### config.mk
export PLATFORM = sky130hd
export DESIGN_NAME = writeback_stage_flat
export DESIGN_NICKNAME = d
export VERILOG_FILES = /design/src/rtl/writeback_if.sv /design/src/rtl/writeback_stage.sv /design/src/flat_wrapper.sv
export SDC_FILE = /design/constraint.sdc
export NUM_CORES = 1
export LEC_CHECK = 0
export BUFFER_PORTS_ARGS = -buffer_cell sky130_fd_sc_hd__buf_4
export CAP_MARGIN = 10
export CELL_PAD_IN_SITES_DETAIL_PLACEMENT = 1
export CELL_PAD_IN_SITES_GLOBAL_PLACEMENT = 2
export CORE_MARGIN = 3
export CORE_UTILIZATION = 32
export CTS_CLUSTER_SIZE = 25
export DETAILED_ROUTE_END_ITERATION = 12
export GPL_TIMING_DRIVEN = 1
export PLACE_DENSITY_LB_ADDON = 0.1
export SYNTH_ARGS = -nofsm -noshare
export SYNTH_HDL_FRONTEND = slang
export SYNTH_SLANG_ARGS = --single-unit
### constraint.sdc
create_clock -name iClk -period 4.1 [get_ports iClk]
set_input_delay 0.205 -clock iClk [delete_from_list [all_inputs] [get_ports iClk]]
set_output_delay 0.205 -clock iClk [all_outputs]
set_load 0.005 [all_outputs]
### src/rtl/writeback_if.sv
// Memory-stage to writeback-stage bus: memory-stage results in, register-file
// write port, forwarding, stall and status out.
interface writeback_if #(
  parameter int CNT_W = 32
);
  logic             iValid;
  logic [31:0]      iMemData;
  logic [31:0]      iExuData;
  logic [4:0]       iWriteAddr;
  logic             iWriteEn;
  logic             iMemToReg;
  logic             iMemValid;
  logic             iMemReady;
  logic             iHalt;
  logic             oRegWriteEn;
  logic [4:0]       oRegWriteAddr;
  logic [31:0]      oRegWriteData;
  logic             oFwdValid;
  logic             oStall;
  logic             oHalted;
  logic             oMemError;
  logic [CNT_W-1:0] oRetireCount;

  modport master (
    output iValid, iMemData, iExuData, iWriteAddr, iWriteEn, iMemToReg,
           iMemValid, iMemReady, iHalt,
    input  oRegWriteEn, oRegWriteAddr, oRegWriteData, oFwdValid, oStall,
           oHalted, oMemError, oRetireCount
  );

  modport slave (
    input  iValid, iMemData, iExuData, iWriteAddr, iWriteEn, iMemToReg,
           iMemValid, iMemReady, iHalt,
    output oRegWriteEn, oRegWriteAddr, oRegWriteData, oFwdValid, oStall,
           oHalted, oMemError, oRetireCount
  );
endinterface

### src/rtl/writeback_stage.sv
// Final pipeline stage: registers memory-stage results, drives the register
// file write port and forwarding bus, stalls on pending data-memory access.
module writeback_stage #(
  parameter int MEM_TIMEOUT = 16,
  parameter int CNT_W       = 32
) (
  input  logic       iClk,
  input  logic       iReset,
  writeback_if.slave wb
);
  localparam int TW = $clog2(MEM_TIMEOUT + 1);

  typedef enum logic [1:0] {RUN, WAIT_MEM, HALTED} state_t;

  state_t           state, state_n;
  logic [TW-1:0]    cnt, cnt_n;
  logic             capture, err_set, stall;
  logic             we_q, err_q;
  logic [4:0]       addr_q;
  logic [31:0]      data_q;
  logic [CNT_W-1:0] retire_q;

  always_comb begin
    state_n = state;
    cnt_n   = cnt;
    capture = 1'b0;
    err_set = 1'b0;
    stall   = 1'b0;
    case (state)
      RUN: begin
        if (wb.iValid) begin
          if (wb.iMemValid && !wb.iMemReady) begin
            stall   = 1'b1;
            state_n = WAIT_MEM;
            cnt_n   = TW'(1);
          end else begin
            capture = 1'b1;
            if (wb.iHalt) state_n = HALTED;
          end
        end
      end
      WAIT_MEM: begin
        // Ready beats timeout when both land in the same cycle.
        if (wb.iMemReady) begin
          capture = 1'b1;
          state_n = wb.iHalt ? HALTED : RUN;
          cnt_n   = '0;
        end else if (cnt >= TW'(MEM_TIMEOUT)) begin
          err_set = 1'b1;
          state_n = RUN;
          cnt_n   = '0;
        end else begin
          stall = 1'b1;
          cnt_n = cnt + TW'(1);
        end
      end
      HALTED:  stall = 1'b1;
      default: state_n = RUN;
    endcase
  end

  always_ff @(posedge iClk or posedge iReset) begin
    if (iReset) begin
      state    <= RUN;
      cnt      <= '0;
      we_q     <= 1'b0;
      err_q    <= 1'b0;
      addr_q   <= '0;
      data_q   <= '0;
      retire_q <= '0;
    end else begin
      state <= state_n;
      cnt   <= cnt_n;
      // r0 writes retire but never strobe the register file.
      we_q  <= capture && wb.iWriteEn && (wb.iWriteAddr != 5'd0);
      if (capture) begin
        addr_q   <= wb.iWriteAddr;
        data_q   <= wb.iMemToReg ? wb.iMemData : wb.iExuData;
        retire_q <= retire_q + CNT_W'(1);
      end
      if (err_set) err_q <= 1'b1;
    end
  end

  assign wb.oRegWriteEn   = we_q;
  assign wb.oRegWriteAddr = addr_q;
  assign wb.oRegWriteData = data_q;
  assign wb.oFwdValid     = we_q;
  assign wb.oStall        = stall;
  assign wb.oHalted       = (state == HALTED);
  assign wb.oMemError     = err_q;
  assign wb.oRetireCount  = retire_q;
endmodule

### src/flat_wrapper.sv
// flat-port wrapper written by rule: the top's interface ports become plain ports
module writeback_stage_flat 
#(
  parameter int MEM_TIMEOUT = 16,
  parameter int CNT_W       = 32
)
  (iClk, iReset, wb_iValid, wb_iMemData, wb_iExuData, wb_iWriteAddr, wb_iWriteEn, wb_iMemToReg, wb_iMemValid, wb_iMemReady, wb_iHalt, wb_oRegWriteEn, wb_oRegWriteAddr, wb_oRegWriteData, wb_oFwdValid, wb_oStall, wb_oHalted, wb_oMemError, wb_oRetireCount);
  writeback_if #(.CNT_W(CNT_W)) wb_i ();
  input  logic iClk;
  input  logic iReset;
  input wire logic [$bits(wb_i.iValid)-1:0] wb_iValid;
  input wire logic [$bits(wb_i.iMemData)-1:0] wb_iMemData;
  input wire logic [$bits(wb_i.iExuData)-1:0] wb_iExuData;
  input wire logic [$bits(wb_i.iWriteAddr)-1:0] wb_iWriteAddr;
  input wire logic [$bits(wb_i.iWriteEn)-1:0] wb_iWriteEn;
  input wire logic [$bits(wb_i.iMemToReg)-1:0] wb_iMemToReg;
  input wire logic [$bits(wb_i.iMemValid)-1:0] wb_iMemValid;
  input wire logic [$bits(wb_i.iMemReady)-1:0] wb_iMemReady;
  input wire logic [$bits(wb_i.iHalt)-1:0] wb_iHalt;
  output wire logic [$bits(wb_i.oRegWriteEn)-1:0] wb_oRegWriteEn;
  output wire logic [$bits(wb_i.oRegWriteAddr)-1:0] wb_oRegWriteAddr;
  output wire logic [$bits(wb_i.oRegWriteData)-1:0] wb_oRegWriteData;
  output wire logic [$bits(wb_i.oFwdValid)-1:0] wb_oFwdValid;
  output wire logic [$bits(wb_i.oStall)-1:0] wb_oStall;
  output wire logic [$bits(wb_i.oHalted)-1:0] wb_oHalted;
  output wire logic [$bits(wb_i.oMemError)-1:0] wb_oMemError;
  output wire logic [$bits(wb_i.oRetireCount)-1:0] wb_oRetireCount;
  assign wb_i.iValid = wb_iValid;
  assign wb_i.iMemData = wb_iMemData;
  assign wb_i.iExuData = wb_iExuData;
  assign wb_i.iWriteAddr = wb_iWriteAddr;
  assign wb_i.iWriteEn = wb_iWriteEn;
  assign wb_i.iMemToReg = wb_iMemToReg;
  assign wb_i.iMemValid = wb_iMemValid;
  assign wb_i.iMemReady = wb_iMemReady;
  assign wb_i.iHalt = wb_iHalt;
  assign wb_oRegWriteEn = wb_i.oRegWriteEn;
  assign wb_oRegWriteAddr = wb_i.oRegWriteAddr;
  assign wb_oRegWriteData = wb_i.oRegWriteData;
  assign wb_oFwdValid = wb_i.oFwdValid;
  assign wb_oStall = wb_i.oStall;
  assign wb_oHalted = wb_i.oHalted;
  assign wb_oMemError = wb_i.oMemError;
  assign wb_oRetireCount = wb_i.oRetireCount;
  writeback_stage #(.MEM_TIMEOUT(MEM_TIMEOUT), .CNT_W(CNT_W)) u_core (.iClk(iClk), .iReset(iReset), .wb(wb_i));
endmodule
**Word-level counts from Yosys, hierarchy flattened**

Index checks and enable logic that the tools add are counted.

- Output and inout port bits: 74
- Flip-flop bits (word level): 78
- Input bits: 77

- Equal/unequal tests: 6
- Add/subtract/negate cells: 2
- Mux-type cells: 25
- Reductions and logical operators: 9
- Order comparisons: 1
- Bitwise logic cells: 1

Operators by type and width:

| kind | count |
|---|---|
| adder 32 x 1 -> 32 bit (second input constant) | 1 |
| two-way mux 32 bit | 1 |
| two-way mux 5 bit | 4 |
| two-way mux 2 bit | 6 |
| two-way mux 1 bit | 10 |
| case mux 5 bit (2 select lines) | 1 |
| != test 3 x 2 -> 1 bit (second input constant) | 2 |
| case mux 2 bit (3 select lines) | 1 |
| adder 5 x 1 -> 5 bit (second input constant) | 1 |
| greater-or-equal comparator 5 bit (second input constant) | 1 |
| nonzero test 5 bit | 1 |
| AND reduction 4 bit | 1 |
| logical AND 1 bit | 3 |
| case mux 1 bit (3 select lines) | 1 |
| AND reduction 3 bit | 1 |
| equality test 2 x 1 -> 1 bit (second input constant) | 1 |
| equality test 2 bit (second input constant) | 1 |
| zero test 2 bit | 1 |
| != test 2 x 1 -> 1 bit (second input constant) | 1 |
| != test 2 bit (second input constant) | 1 |
| case mux 1 bit (2 select lines) | 1 |
| nonzero test 2 bit | 1 |
| zero test 1 bit | 1 |
| inverter 1 bit | 1 |

**Depth between registers and ports, before layout**

- Depth after elaboration: 7
- Mapped depth: 7
- Depth with buffers taken out: 5

**Worst setup path after synthesis**

No wires, ideal clock.

- Path type: register to register
- Start point: register u_core.retire_q[0], in the netlist u_core.wb.oRetireCount[0]
- End point: register u_core.retire_q[18], in the netlist u_core.wb.oRetireCount[18]
- Data arrival time: 1.424 ns
- Stages on the path, launching flop included: 7
- Period minus slack after synthesis: 1.548 ns
- Slack: 2.552 ns
- Path buffers: 1
- Path through: dfrtp_1 ha_1 nand4_1 nor4_4 buf_6 nand4_4 xnor2_2

- Longest elaborated chain between the ends: 1

Ends and longest elaborated chain:

| element | RTL line | RTL |
|---|---|---|
| start: declaration | writeback_stage.sv:21 | `logic [CNT_W-1:0] retire_q;` |
| start signal: assignment | writeback_stage.sv:79 | `retire_q <= retire_q + CNT_W'(1);` |
| adder 32 x 1 -> 32 bit | writeback_stage.sv:79 |  |

No other way between the ends.
A chain may end at the register's enable or synchronous reset.

**Worst setup path after layout**

- Start point: register u_core.state[0]
- End point: register u_core.retire_q[28], in the netlist u_core.wb.oRetireCount[28]

- Longest elaborated chain between the ends: 2
- Elaborated cells on any way between the ends: 3
- Classes of those cells: 1 x eq/ne; 1 x mux; 1 x reduce/logical

Ends and longest elaborated chain:

| element | RTL line | RTL |
|---|---|---|
| start: declaration | writeback_stage.sv:15 | `state_t state, state_n;` |
| start signal: assignment | writeback_stage.sv:72 | `state <= state_n;` |
| equality test 2 x 1 -> 1 bit or zero test 2 bit (tied branches) | writeback_stage.sv:29 | `case (state)` |
| case mux 1 bit (2 select lines) * | writeback_stage.sv:29 |  |

Every way passes the cells marked *; elsewhere a longest branch is shown, timed or not.

==> flow_summary.toml <==
[worst_hold_path]
whs_endpoint = "u_core.state[1]$_DFFE_PP0P_"
hp-class = "in -> reg"
hp-start = "wb_iHalt"
min_path_cells = 2

[synthesis]
syn_nets = 413
syn_area_um2 = 3830
synth_edf_count = 0
synth.distinct_cells = 46
syn_inst = 333
async_flop_share_pct = 100
seq_area_frac_synth_pct = 50.9
synth_seq_cells = 78
ys_warn_count = 0
synth.avg_cell_area_um2 = 11.5
synthFlopType = "dfrtp_1"

[route]
drc = 0
antenna_left = 0
drtIter0Drc = 95
routedWlPerCell_um = 16.0
wl_mm = 10.0
viasPerCell = 4.88
vias = 3062
drtPass1Iterations = 4

[timing]
worstMarginPinSlew_ns = 1.12
whs_ns = 0.0798
clock.fmax_mhz = 438
slew_headroom_pct = 24.8
finClkSkew_ns = 0.00536
finalHoldViolations = 0
min_period_ns = 2.28
slew_violations = 0
finalSetupViolCount = 0
period_share_pct = 55.7
tns_ns = 0
rsz0062_at_grt = "no"

[pwr]
fin_total_pwr_mw = 2.75
leakagePower_nw = 2.61
irDropWorstVdd_uv = 239
powerDensity_nw_per_um2 = 514

[grt]
grt_util_met1_pct = 19.0
grt_first_pass_wirelength_mm = 16.0
grt_use_met2_pct = 25.2
grt-ovfl-total = 0
top_usage_layer = "met2"
track_usage_pct = 15.3
first_global_vias = 3131
use_met3_pct = 4.07
grt_max_degree = 56
antenna_found_initial = 0

[clock_tree]
cts_hold_buffers = 1
worstSkewPairLatency_ns = 0.33
cts_setup_buffers = 0
cts_root_buf = "clkbuf_16"
numCtsBuffers = 9
htreeDepth = 3
clk_pin_slew_ns = 0.06
cts_tree = "built"
ctsResizeCount = 0
clock-sinks = 78
clk_path_buf_depth = 2

[setup_path]
crit_arrival_ns = 2.49
path_class = "reg -> reg"
r2r-end = "u_core.wb.oRetireCount[28]$_DFFE_PP0P_"
crit_required_ns = 4.31
rr_startpoint = "u_core.state[0]$_DFFE_PP0P_"
ff2ff_setup_slack_ns = 1.82
r2r.worst_path.cells = 4
worstSetupEndpointType = "register"
crit_path_start_kind = "register"
critPathMaxFanout = 12

[floorplan]
io_pins = 151
die_y_um = 115
die_x_um = 115
std_cell_rows = 39
fp.coreArea_um2 = 11600
die-area_um2 = 13300
start_util_pct = 33.1

[outcome]
outcome = "finished, final reports clean"

[place]
io_buffers = 150
hpwl_mm = 7.52
gp_congestion = 0.723

[final_layout]
nets = 560
final_cell_mix = "buf_4 (152), dfrtp_1 (78), nor2_1 (37)"
drive_above_1_share_pct = 41.9
final_common_cell = "buf_4"
area_growth_pct = 39.6
n_antenna_cell = 0

[flow_run]
maxCapViolations = 0
## where the power goes
group          switching, mW  internal, mW
Clock                  0.292         0.439
Sequential             0.168         0.989
Combinational          0.373         0.491
Total                  0.833          1.92
## routing by layer
layer	wire, um	vias to the layer above
li1	-	1473
met1	4140	1497
met2	4990	84
met3	704	8
met4	177	0
met5	0	-
## worst max path at each step
stage | start | to | slack [ns] | depth (start not counted)
2_1_floorplan | iReset | u_core.cnt[0]$_DFFE_PP0P_ | 1.90 | 1
3_3_place_gp | u_core.state[0]$_DFFE_PP0P_ | u_core.wb.oRegWriteData[26]$_DFFE_PP0P_ | 1.82 | 5
3_5_place_dp | u_core.state[0]$_DFFE_PP0P_ | u_core.wb.oRegWriteData[24]$_DFFE_PP0P_ | 1.76 | 5
4_1_cts | u_core.state[0]$_DFFE_PP0P_ | u_core.wb.oRegWriteData[24]$_DFFE_PP0P_ | 1.75 | 5
5_1_grt | u_core.state[0]$_DFFE_PP0P_ | u_core.wb.oRetireCount[30]$_DFFE_PP0P_ | 1.61 | 4
6_report | u_core.state[0]$_DFFE_PP0P_ | u_core.wb.oRetireCount[28]$_DFFE_PP0P_ | 1.82 | 4
## metrics by stage
stage | setup WS [ns] | instances | util, % | cell area (um2)
after floorplan | 1.90 | 333 | - | 3830
after global placement | 1.82 | 610 | 43.7 | 5050
after detailed placement | 1.76 | 610 | 43.7 | 5050
after CTS | 1.75 | 626 | 46.1 | 5330
after global routing | 1.61 | 627 | 46.3 | 5350
final | 1.82 | 627 | 46.3 | 5350
## flip-flops by register name, indices dropped and copies added, names as in the netlist
signal                   flops
u_core.wb.oRegWriteAddr      5
u_core.wb.oFwdValid          1
u_core.cnt                   5
u_core.wb.oMemError          1
u_core.wb.oRegWriteData     32
u_core.state                 2
u_core.wb.oRetireCount      32
## synthesized netlist by cell type, types with 2 or more instances
| cell | n | area share (%) |
|---|---|---|
| a21oi_1 | 33 | 4.3 |
| and2_1 | 5 | 0.82 |
| and3_1 | 4 | 0.65 |
| and4_1 | 5 | 1.1 |
| buf_1 | 2 | 0.20 |
| buf_2 | 10 | 1.3 |
| buf_4 | 2 | 0.39 |
| buf_6 | 3 | 0.88 |
| dfrtp_1 | 78 | 51 |
| ha_1 | 3 | 0.98 |
| inv_1 | 4 | 0.39 |
| mux2_2 | 7 | 2.1 |
| mux2i_1 | 32 | 8.4 |
| nand2_1 | 13 | 1.3 |
| nand3_1 | 5 | 0.65 |
| nand3_2 | 6 | 1.6 |
| nand4_1 | 8 | 1.3 |
| nand4_4 | 4 | 2.2 |
| nor2_1 | 38 | 3.7 |
| nor3_1 | 6 | 0.78 |
| nor4_2 | 8 | 2.6 |
| o21ai_0 | 4 | 0.52 |
| o21bai_1 | 2 | 0.39 |
| xnor2_1 | 13 | 3.0 |
| xnor2_2 | 2 | 0.85 |
| xor2_1 | 16 | 3.7 |
## kinds of logic after synthesis
group | Yosys count | share of synthesized area, %
flops | 78 | 50.9
xor+xnor | 31 | 7.48
mux | 39 | 10.4
simple gates | 113 | 19.6
buf+inv | 22 | 3.26
fa+ha+maj | 3 | 0.980
compound gates | 47 | 7.31
## worst max-delay path: stages (launching register included)
cell	delay, ns
dfrtp_1	0.53
o21bai_1	0.23
nor4_4	0.99
nand4_1	0.22
xnor2_1	0.19
## final cells by class
cell class,count,area (um2)
clock buffer,14,264
clock inverter,1,5.00
timing repair buffer,154,1170
sequential,78,1950
multi-input combinational,233,1760
fill,1314,6210
tap,143,179
inverter,4,16.3
(Power assumes the default switching activity.)
